`config.mk`:
```
export PLATFORM = sky130hd
export DESIGN_NAME = serdes_frame_aligner
export DESIGN_NICKNAME = d
export VERILOG_FILES = /design/src/rtl/serdes_frame_aligner.sv
export SDC_FILE = /design/constraint.sdc
export NUM_CORES = 1
export LEC_CHECK = 0
export CAP_MARGIN = 5
export CORE_ASPECT_RATIO = 0.7
export CORE_MARGIN = 2
export CORE_UTILIZATION = 45
export CTS_CLUSTER_SIZE = 8
export DETAILED_ROUTE_END_ITERATION = 8
export GPL_ROUTABILITY_DRIVEN = 0
export PLACE_DENSITY = 0.67
export SETUP_SLACK_MARGIN = 0.4
export SKIP_CTS_REPAIR_TIMING = 1
export SYNTH_ARGS = -nofsm -noshare
export SYNTH_HDL_FRONTEND = slang
export SYNTH_SLANG_ARGS = --single-unit
```
`constraint.sdc`:
```
create_clock -name clk -period 2.35 [get_ports clk]
set_input_delay 0.5875 -clock clk [delete_from_list [all_inputs] [get_ports clk]]
set_output_delay 0.5875 -clock clk [all_outputs]
set_load 0.02 [all_outputs]
```
`src/rtl/serdes_frame_aligner.sv`:
```
// serdes_frame_aligner
// Hunts for a sync word in a serial bit stream, locks byte alignment and
// deserialises the following frames into parallel bytes. With parity mode on,
// each frame carries a trailing even-parity bit. Lock drops after a run of
// consecutive parity errors.
module serdes_frame_aligner #(
  parameter int                DATA_W    = 8,
  parameter logic [DATA_W-1:0] SYNC_WORD = 8'hA5,
  parameter int                ERR_LIMIT = 3
) (
  input  logic              clk,
  input  logic              rst,
  input  logic              ser_in,
  input  logic              bit_valid,
  input  logic              par_en,
  input  logic              realign,
  output logic [DATA_W-1:0] data_out,
  output logic              data_valid,
  output logic              par_err,
  output logic              locked
);

  localparam int CNT_W = $clog2(DATA_W + 1);
  localparam int ERR_W = $clog2(ERR_LIMIT + 1);

  localparam logic [CNT_W-1:0] LAST_BIT = CNT_W'(DATA_W - 1);
  localparam logic [ERR_W-1:0] ERR_MAX  = ERR_W'(ERR_LIMIT);

  localparam logic [1:0] HUNT   = 2'd0;
  localparam logic [1:0] DATA   = 2'd1;
  localparam logic [1:0] PARITY = 2'd2;

  logic [1:0]        state;
  logic [1:0]        state_nx;
  logic [DATA_W-1:0] sr;
  logic [DATA_W-1:0] sr_nx;
  logic [CNT_W-1:0]  bit_cnt;
  logic [CNT_W-1:0]  bit_cnt_nx;
  logic [ERR_W-1:0]  err_cnt;
  logic [ERR_W-1:0]  err_cnt_nx;
  logic              par_mode;
  logic              par_mode_nx;
  logic [DATA_W-1:0] data_out_nx;
  logic              data_valid_nx;
  logic              par_err_nx;

  // Shifted view of the register including the incoming bit; shared by the
  // hunt comparison and the data path.
  logic [DATA_W-1:0] shifted;
  // Odd number of ones across the collected byte plus the parity bit.
  logic              parity_bad;
  // Error count after one more error, saturating at ERR_LIMIT.
  logic [ERR_W-1:0]  err_inc;

  assign shifted    = {sr[DATA_W-2:0], ser_in};
  assign parity_bad = ^{sr, ser_in};
  assign err_inc    = (err_cnt == ERR_MAX) ? err_cnt : err_cnt + ERR_W'(1);

  // Next-state logic: realign overrides everything, idle cycles hold state.
  always_comb begin
    state_nx      = state;
    sr_nx         = sr;
    bit_cnt_nx    = bit_cnt;
    err_cnt_nx    = err_cnt;
    par_mode_nx   = par_mode;
    data_out_nx   = data_out;
    data_valid_nx = 1'b0;
    par_err_nx    = 1'b0;

    if (realign) begin
      // Drop any partial frame without delivering it.
      state_nx   = HUNT;
      sr_nx      = '0;
      bit_cnt_nx = '0;
      err_cnt_nx = '0;
    end else if (bit_valid) begin
      case (state)
        HUNT: begin
          sr_nx = shifted;
          if (shifted == SYNC_WORD) begin
            state_nx    = DATA;
            bit_cnt_nx  = '0;
            err_cnt_nx  = '0;
            par_mode_nx = par_en;
          end
        end

        DATA: begin
          sr_nx = shifted;
          if (bit_cnt == LAST_BIT) begin
            if (par_mode) begin
              // Byte complete; wait for the trailing parity bit.
              state_nx   = PARITY;
              bit_cnt_nx = bit_cnt + CNT_W'(1);
            end else begin
              // Frame boundary: deliver and start the next frame with no gap.
              data_out_nx   = shifted;
              data_valid_nx = 1'b1;
              bit_cnt_nx    = '0;
              par_mode_nx   = par_en;
            end
          end else begin
            bit_cnt_nx = bit_cnt + CNT_W'(1);
          end
        end

        PARITY: begin
          // The byte is delivered whatever the parity outcome.
          data_out_nx   = sr;
          data_valid_nx = 1'b1;
          bit_cnt_nx    = '0;
          if (parity_bad) begin
            par_err_nx = 1'b1;
            err_cnt_nx = err_inc;
            if (err_inc == ERR_MAX) begin
              // Too many consecutive errors: alignment is presumed lost.
              state_nx = HUNT;
              sr_nx    = '0;
            end else begin
              state_nx    = DATA;
              par_mode_nx = par_en;
            end
          end else begin
            err_cnt_nx  = '0;
            state_nx    = DATA;
            par_mode_nx = par_en;
          end
        end

        default: begin
          state_nx   = HUNT;
          sr_nx      = '0;
          bit_cnt_nx = '0;
          err_cnt_nx = '0;
        end
      endcase
    end
  end

  // State and registered outputs; locked follows the state being entered.
  always_ff @(posedge clk or posedge rst) begin
    if (rst) begin
      state      <= HUNT;
      sr         <= '0;
      bit_cnt    <= '0;
      err_cnt    <= '0;
      par_mode   <= 1'b0;
      data_out   <= '0;
      data_valid <= 1'b0;
      par_err    <= 1'b0;
      locked     <= 1'b0;
    end else begin
      state      <= state_nx;
      sr         <= sr_nx;
      bit_cnt    <= bit_cnt_nx;
      err_cnt    <= err_cnt_nx;
      par_mode   <= par_mode_nx;
      data_out   <= data_out_nx;
      data_valid <= data_valid_nx;
      par_err    <= par_err_nx;
      locked     <= (state_nx != HUNT);
    end
  end

endmodule

```
==> results.json, run 1 <==
{
  "grt_max_degree": 29,
  "routedWlPerCell_um": 16.2,
  "cts_num_sinks": 28,
  "layout-drive-gt1-share_pct": 22.5,
  "synthArstFlopShare_pct": 100,
  "grt_pass1_vias": 1176,
  "antenna_found_initial": 0,
  "wirelength_um": 3860,
  "finalCritPeriodShare_pct": 84.6,
  "synth.avg_cell_area_um2": 10.0,
  "ys_seq_area_share_pct": 44.2,
  "cp-start-kind": "flop",
  "period_minus_slack_ns": 1.99,
  "root_buffer": "clkbuf_8",
  "post-route-util_pct": 64.1,
  "syn2layout_area_growth_pct": 31.8,
  "finalNonFillerCells": 238,
  "ys.warnings.count": 0,
  "hold_path_class": "flop to flop",
  "synth_nets": 174,
  "start_util_pct": 48.7,
  "ys_ff_latch": 28,
  "synthDistinctLibCells": 38,
  "fin_skew_ns": 0.00311,
  "die_x_um": 74.9,
  "pwr-share-seq_pct": 52.2,
  "p_switching_uw": 252,
  "dp_hpwl_um": 2660,
  "io_buffers": 16,
  "final_max_slew_viol_count": 0,
  "htreeDepth": 1,
  "clk_latency_ns": 0.28,
  "critical_path_class": "flop to flop",
  "power.density_nw_per_um2": 470,
  "placed_area_um2": 1880,
  "grt-ovfl-total": 0,
  "power.internal_uw": 729,
  "cp_max_fo": 8,
  "cp_slowest_stage_delay_ns": 0.46,
  "synth_edf_count": 0,
  "ys.flop_type": "dfrtp_1",
  "required_ns": 2.57,
  "whs_path_depth": 2,
  "syn_inst": 158,
  "fmax_mhz": 503,
  "rrSetupSlack_ns": 0.36,
  "vias": 1355,
  "hold_viol": 0,
  "antenna_cells": 0,
  "combPwrFrac_pct": 16.8,
  "crit_chain": "ha_4 > xnor3_2 > or3_4 > a31oi_4 > a22o_1",
  "setup_tns_ns": 0,
  "register_area_um2": 706,
  "cts_tree": "yes",
  "place_inst": 228,
  "drc": 0,
  "first_iter_violations": 92,
  "postLayoutCellArea_um2": 2090,
  "r2r_cells": 5,
  "max-slew-margin-rel_pct": 76.2,
  "endpoint_kind": "flop",
  "die_h_um": 53.6,
  "core_um2": 3250,
  "maxCapViolCount": 0,
  "setup_viol": 0,
  "rows": 17,
  "cp_data_arrival_time_ns": 2.21,
  "peakVddDrop_v": 0.000407,
  "multiInputGateArea_um2": 918,
  "ioPinCount": 17,
  "nets": 208,
  "rsz0062_at_grt": "yes",
  "vias_per_cell": 5.69,
  "final_antenna_net_count": 0,
  "finalPower_uw": 981,
  "worst_pin_slew_ns": 0.358,
  "syn-cell-area_um2": 1580,
  "grt_pass1_wl_um": 5800,
  "outcome": "finished clean",
  "clockBufferDepth": 2,
  "fillCellCount": 266,
  "slowest_stage": "dfrtp_2",
  "die_area_um2": 4020,
  "track_usage_pct": 19.5,
  "clkPwrFrac_pct": 31.0,
  "leakage_nw": 0.872,
  "clk_pin_slew_ns": 0.10,
  "numCtsBuffers": 3,
  "switching_share_pct": 25.7,
  "dr.pass1.iters": 4
}
## critical path, delay by kind of cell (launching register included)
family,cells,cell delay [ns]
DFF,1,0.46
AOI/OAI and AO/OA,2,0.45
xor gates and xnor gates,1,0.41
and+or+nand+nor,1,0.36
adders and majority gates,1,0.25
## path summary, 6_finish.rpt
check,startpoint,endpoint
worst max-delay path,sr[1]$_DFFE_PP0P_,sr[1]$_DFFE_PP0P_
min in group asynchronous,rst,data_out[0]$_DFFE_PP0P_
worst min register to register,data_out[5]$_DFFE_PP0P_,data_out[5]$_DFFE_PP0P_
max in group asynchronous,rst,sr[3]$_DFFE_PP0P_
worst min-delay path,data_out[5]$_DFFE_PP0P_,data_out[5]$_DFFE_PP0P_
worst max register to register,sr[1]$_DFFE_PP0P_,sr[1]$_DFFE_PP0P_
## logic make-up after synthesis
family                     after synthesis  synth area share [%]
buffers and inverters                   19                  4.58
AOI/OAI and AO/OA                       46                  20.7
and+or+nand+nor                         44                  14.9
muxes                                    8                  5.06
xor gates and xnor gates                 3                  2.61
DFF                                     28                  44.2
adders and majority gates               10                  7.90
## stage by stage
stage	setup slack (ns)	hold WS [ns]
2_1_floorplan	0.339	0.502
4_1_cts	0.0954	0.539
5_1_grt	0.265	0.556
6_report	0.362	0.529
3_5_place_dp	-0.183	0.516
3_3_place_gp	-0.161	0.506
## synthesized netlist by cell type (3+ instances only)
cell	instances	area, µm²
o21ai_0	4	20.0
a21oi_1	18	90.1
a22o_1	8	70.1
inv_1	15	56.3
nand2_1	9	33.8
ha_1	10	125
nor2_1	13	48.8
dfrtp_1	28	701
mux2i_1	8	80.1
or3_1	5	31.3
o211ai_1	3	22.5
## sequential cells by signal, summed over array words and instances, names as in the netlist
signal      flops
par_err         1
state           2
sr              8
data_valid      1
data_out        8
bit_cnt         4
par_mode        1
locked          1
err_cnt         2
## cells in the final DEF (no fill, tap or decap), drive strengths merged, types with 3 or more instances in the layout
cell and count:
a21oi 18, a22o 8, and4 3, buf 17, clkbuf 4, clkdlybuf4s50 14, dfrtp 28, ha 10
inv 15, mux2i 8, nand2 9, nor2 13, o211ai 3, o21ai 6, or3 5
## power groups by stage
stage / logic, mW / registers (mW) / clock network (mW)
after global routing: 0.179 / 0.516 / 0.330
final: 0.165 / 0.513 / 0.304
after global placement: 0.144 / 0.521 / 0
after detailed placement: 0.147 / 0.522 / 0
after floorplan: 0.0537 / 0.543 / 0
after CTS: 0.147 / 0.513 / 0.302
## per-layer routing
layer	global-route usage [%]	up-vias	routed length, µm
met2	27.8	37	1700
met3	5.06	6	185
met1	29.8	662	1940
li1	-	650	-
met4	3.27	0	43
met5	0	-	0
## cell type report
cell class                 count  share of cell area, %
timing repair buffer          33                   14.0
tap                           47                   2.82
clock buffer                   4                   2.64
inverter                      15                   2.70
multi-input combinational    111                   44.0
sequential                    28                   33.8
Note: power is estimated with default switching activity, not from simulation.
==> run 2, diff against run 1 <==
Clock period 2.35 ns to 1.85 ns, I/O delays scaled along.
==> run 2 against run 1 <==
- the flow now finishes with violations (setup timing)
- hold slack better by 0.024 ns
- setup slack worse by 0.65 ns
- combinational power is 67% higher
- sequential share of layout area is 7.3 points lower
- final area is 27% higher
==> results.json, run 2 (synthesized netlist as in run 1, its figures left out) <==
{
  "critical_path_class": "flop to flop",
  "numCtsBuffers": 3,
  "htreeDepth": 1,
  "final_common_cell": "buf_4",
  "syn2layout_area_growth_pct": 67.1,
  "peakVddDrop_v": 0.000598,
  "fmax_mhz": 468,
  "vias": 1525,
  "first_iter_violations": 66,
  "die_h_um": 53.6,
  "final_cell_mix": "29 x buf_4, 26 x dfrtp_1, 14 x dlymetal6s2s_1",
  "io_buffers": 16,
  "hold_path_class": "input port to async pin",
  "period_minus_slack_ns": 2.14,
  "die_area_um2": 4020,
  "final_max_slew_viol_count": 0,
  "rows": 17,
  "met2_usage_pct": 31.0,
  "multiInputGateArea_um2": 1220,
  "max-slew-margin-rel_pct": 76.5,
  "register_area_um2": 703,
  "maxCapViolCount": 0,
  "antenna_found_initial": 0,
  "post-route-util_pct": 81.4,
  "rrSetupSlack_ns": -0.29,
  "nets": 229,
  "cts_num_sinks": 28,
  "rsz0062_at_grt": "yes",
  "largestRegisters": "data_out (8), sr (8), bit_cnt (4)",
  "ioPinCount": 17,
  "cp-start-kind": "flop",
  "track_usage_pct": 20.3,
  "routedWlPerCell_um": 18.7,
  "cts_tree": "yes",
  "leakage_nw": 1.23,
  "required_ns": 2.06,
  "clk_pin_slew_ns": 0.10,
  "switching_share_pct": 25.0,
  "violations": "setup timing",
  "combPwrFrac_pct": 19.5,
  "cp_data_arrival_time_ns": 2.35,
  "core_um2": 3250,
  "setup_viol": 14,
  "setup_tns_ns": -2.59,
  "antenna_cells": 0,
  "power.internal_mw": 1.06,
  "grt-ovfl-total": 0,
  "r2r-end": "sr[0]$_DFFE_PP0P_",
  "fin_ws_ns": -0.288,
  "grt_max_degree": 29,
  "p_switching_uw": 355,
  "dp_hpwl_um": 2760,
  "power.density_nw_per_um2": 536,
  "layout-drive-gt1-share_pct": 51.9,
  "dr.pass1.iters": 4,
  "clockBufferDepth": 2,
  "grt.busiest_layer": "met2",
  "wirelength_um": 4850,
  "vias_per_cell": 5.89,
  "fillCellCount": 201,
  "fin_skew_ns": 0.00759,
  "met1_usage_pct": 29.6,
  "root_buffer": "clkbuf_8",
  "worst_pin_slew_ns": 0.349,
  "gr-usage-met3_pct": 4.31,
  "clkPwrFrac_pct": 33.9,
  "hold_viol": 0,
  "start_util_pct": 48.7,
  "endpoint_kind": "flop",
  "finalCritPeriodShare_pct": 116,
  "drc": 0,
  "outcome": "finished with violations",
  "reg2reg_from": "sr[2]$_DFFE_PP0P_",
  "grt_pass1_wl_um": 6040,
  "cp_max_fo": 5,
  "clk_latency_ns": 0.27,
  "final_antenna_net_count": 0,
  "grt_pass1_vias": 1261,
  "die_x_um": 74.9,
  "r2r_cells": 7,
  "pwr-share-seq_pct": 46.6
}
run 2: through the flow:
stage	hold WS, ns	area [µm²]	cells	total power [mW]	setup WS (ns)
after floorplan	0.502	1650	158	0.763	-0.161
after global routing	0.587	2650	259	1.48	-0.336
after global placement	0.505	2050	244	0.863	-0.530
after detailed placement	0.515	2050	244	0.868	-0.590
after CTS	0.541	2120	248	1.35	-0.333
final	0.553	2650	259	1.42	-0.288
run 2: critical path, stage by stage, from the launching register on:
cell,delay [ns]
dfrtp_1,0.41
inv_2,0.08
ha_4,0.21
xnor3_2,0.43
and4_4,0.23
a2111oi_4,0.35
buf_4,0.21
a22o_1,0.15
run 2: per-layer routing:
| metal | vias to the layer above | share of wire, % |
|---|---|---|
| met1 | 756 | 43 |
| li1 | 685 | - |
| met5 | - | 0 |
| met2 | 67 | 47 |
| met3 | 17 | 7.7 |
| met4 | 0 | 2.4 |
run 2: power by group through the flow:
stage                     clock network, mW  registers [mW]  logic, mW
after floorplan                           0           0.690     0.0731
after global placement                    0           0.660      0.203
after detailed placement                  0           0.661      0.207
after CTS                             0.490           0.649      0.208
after global routing                  0.517           0.665      0.293
final                                 0.482           0.661      0.276
run 2: worst max path at each step:
stage / start / endpoint / slack [ns] / cells after the start
after global placement: ser_in / sr[3]$_DFFE_PP0P_ / -0.53 / 6
after detailed placement: ser_in / sr[0]$_DFFE_PP0P_ / -0.59 / 6
after global routing: sr[2]$_DFFE_PP0P_ / sr[0]$_DFFE_PP0P_ / -0.34 / 7
final: sr[2]$_DFFE_PP0P_ / sr[0]$_DFFE_PP0P_ / -0.29 / 7
after floorplan: sr[4]$_DFFE_PP0P_ / sr[1]$_DFFE_PP0P_ / -0.16 / 5
after CTS: sr[4]$_DFFE_PP0P_ / sr[0]$_DFFE_PP0P_ / -0.33 / 5
run 2: area by class of cell:
class | count | share of cell area (%)
Clock inverter | 1 | 1.13
Clock buffer | 3 | 1.56
Timing Repair Buffer | 54 | 20.3
Multi-Input combinational cell | 111 | 45.9
Tap cell | 47 | 2.22
Sequential cell | 28 | 26.6
Inverter | 15 | 2.32
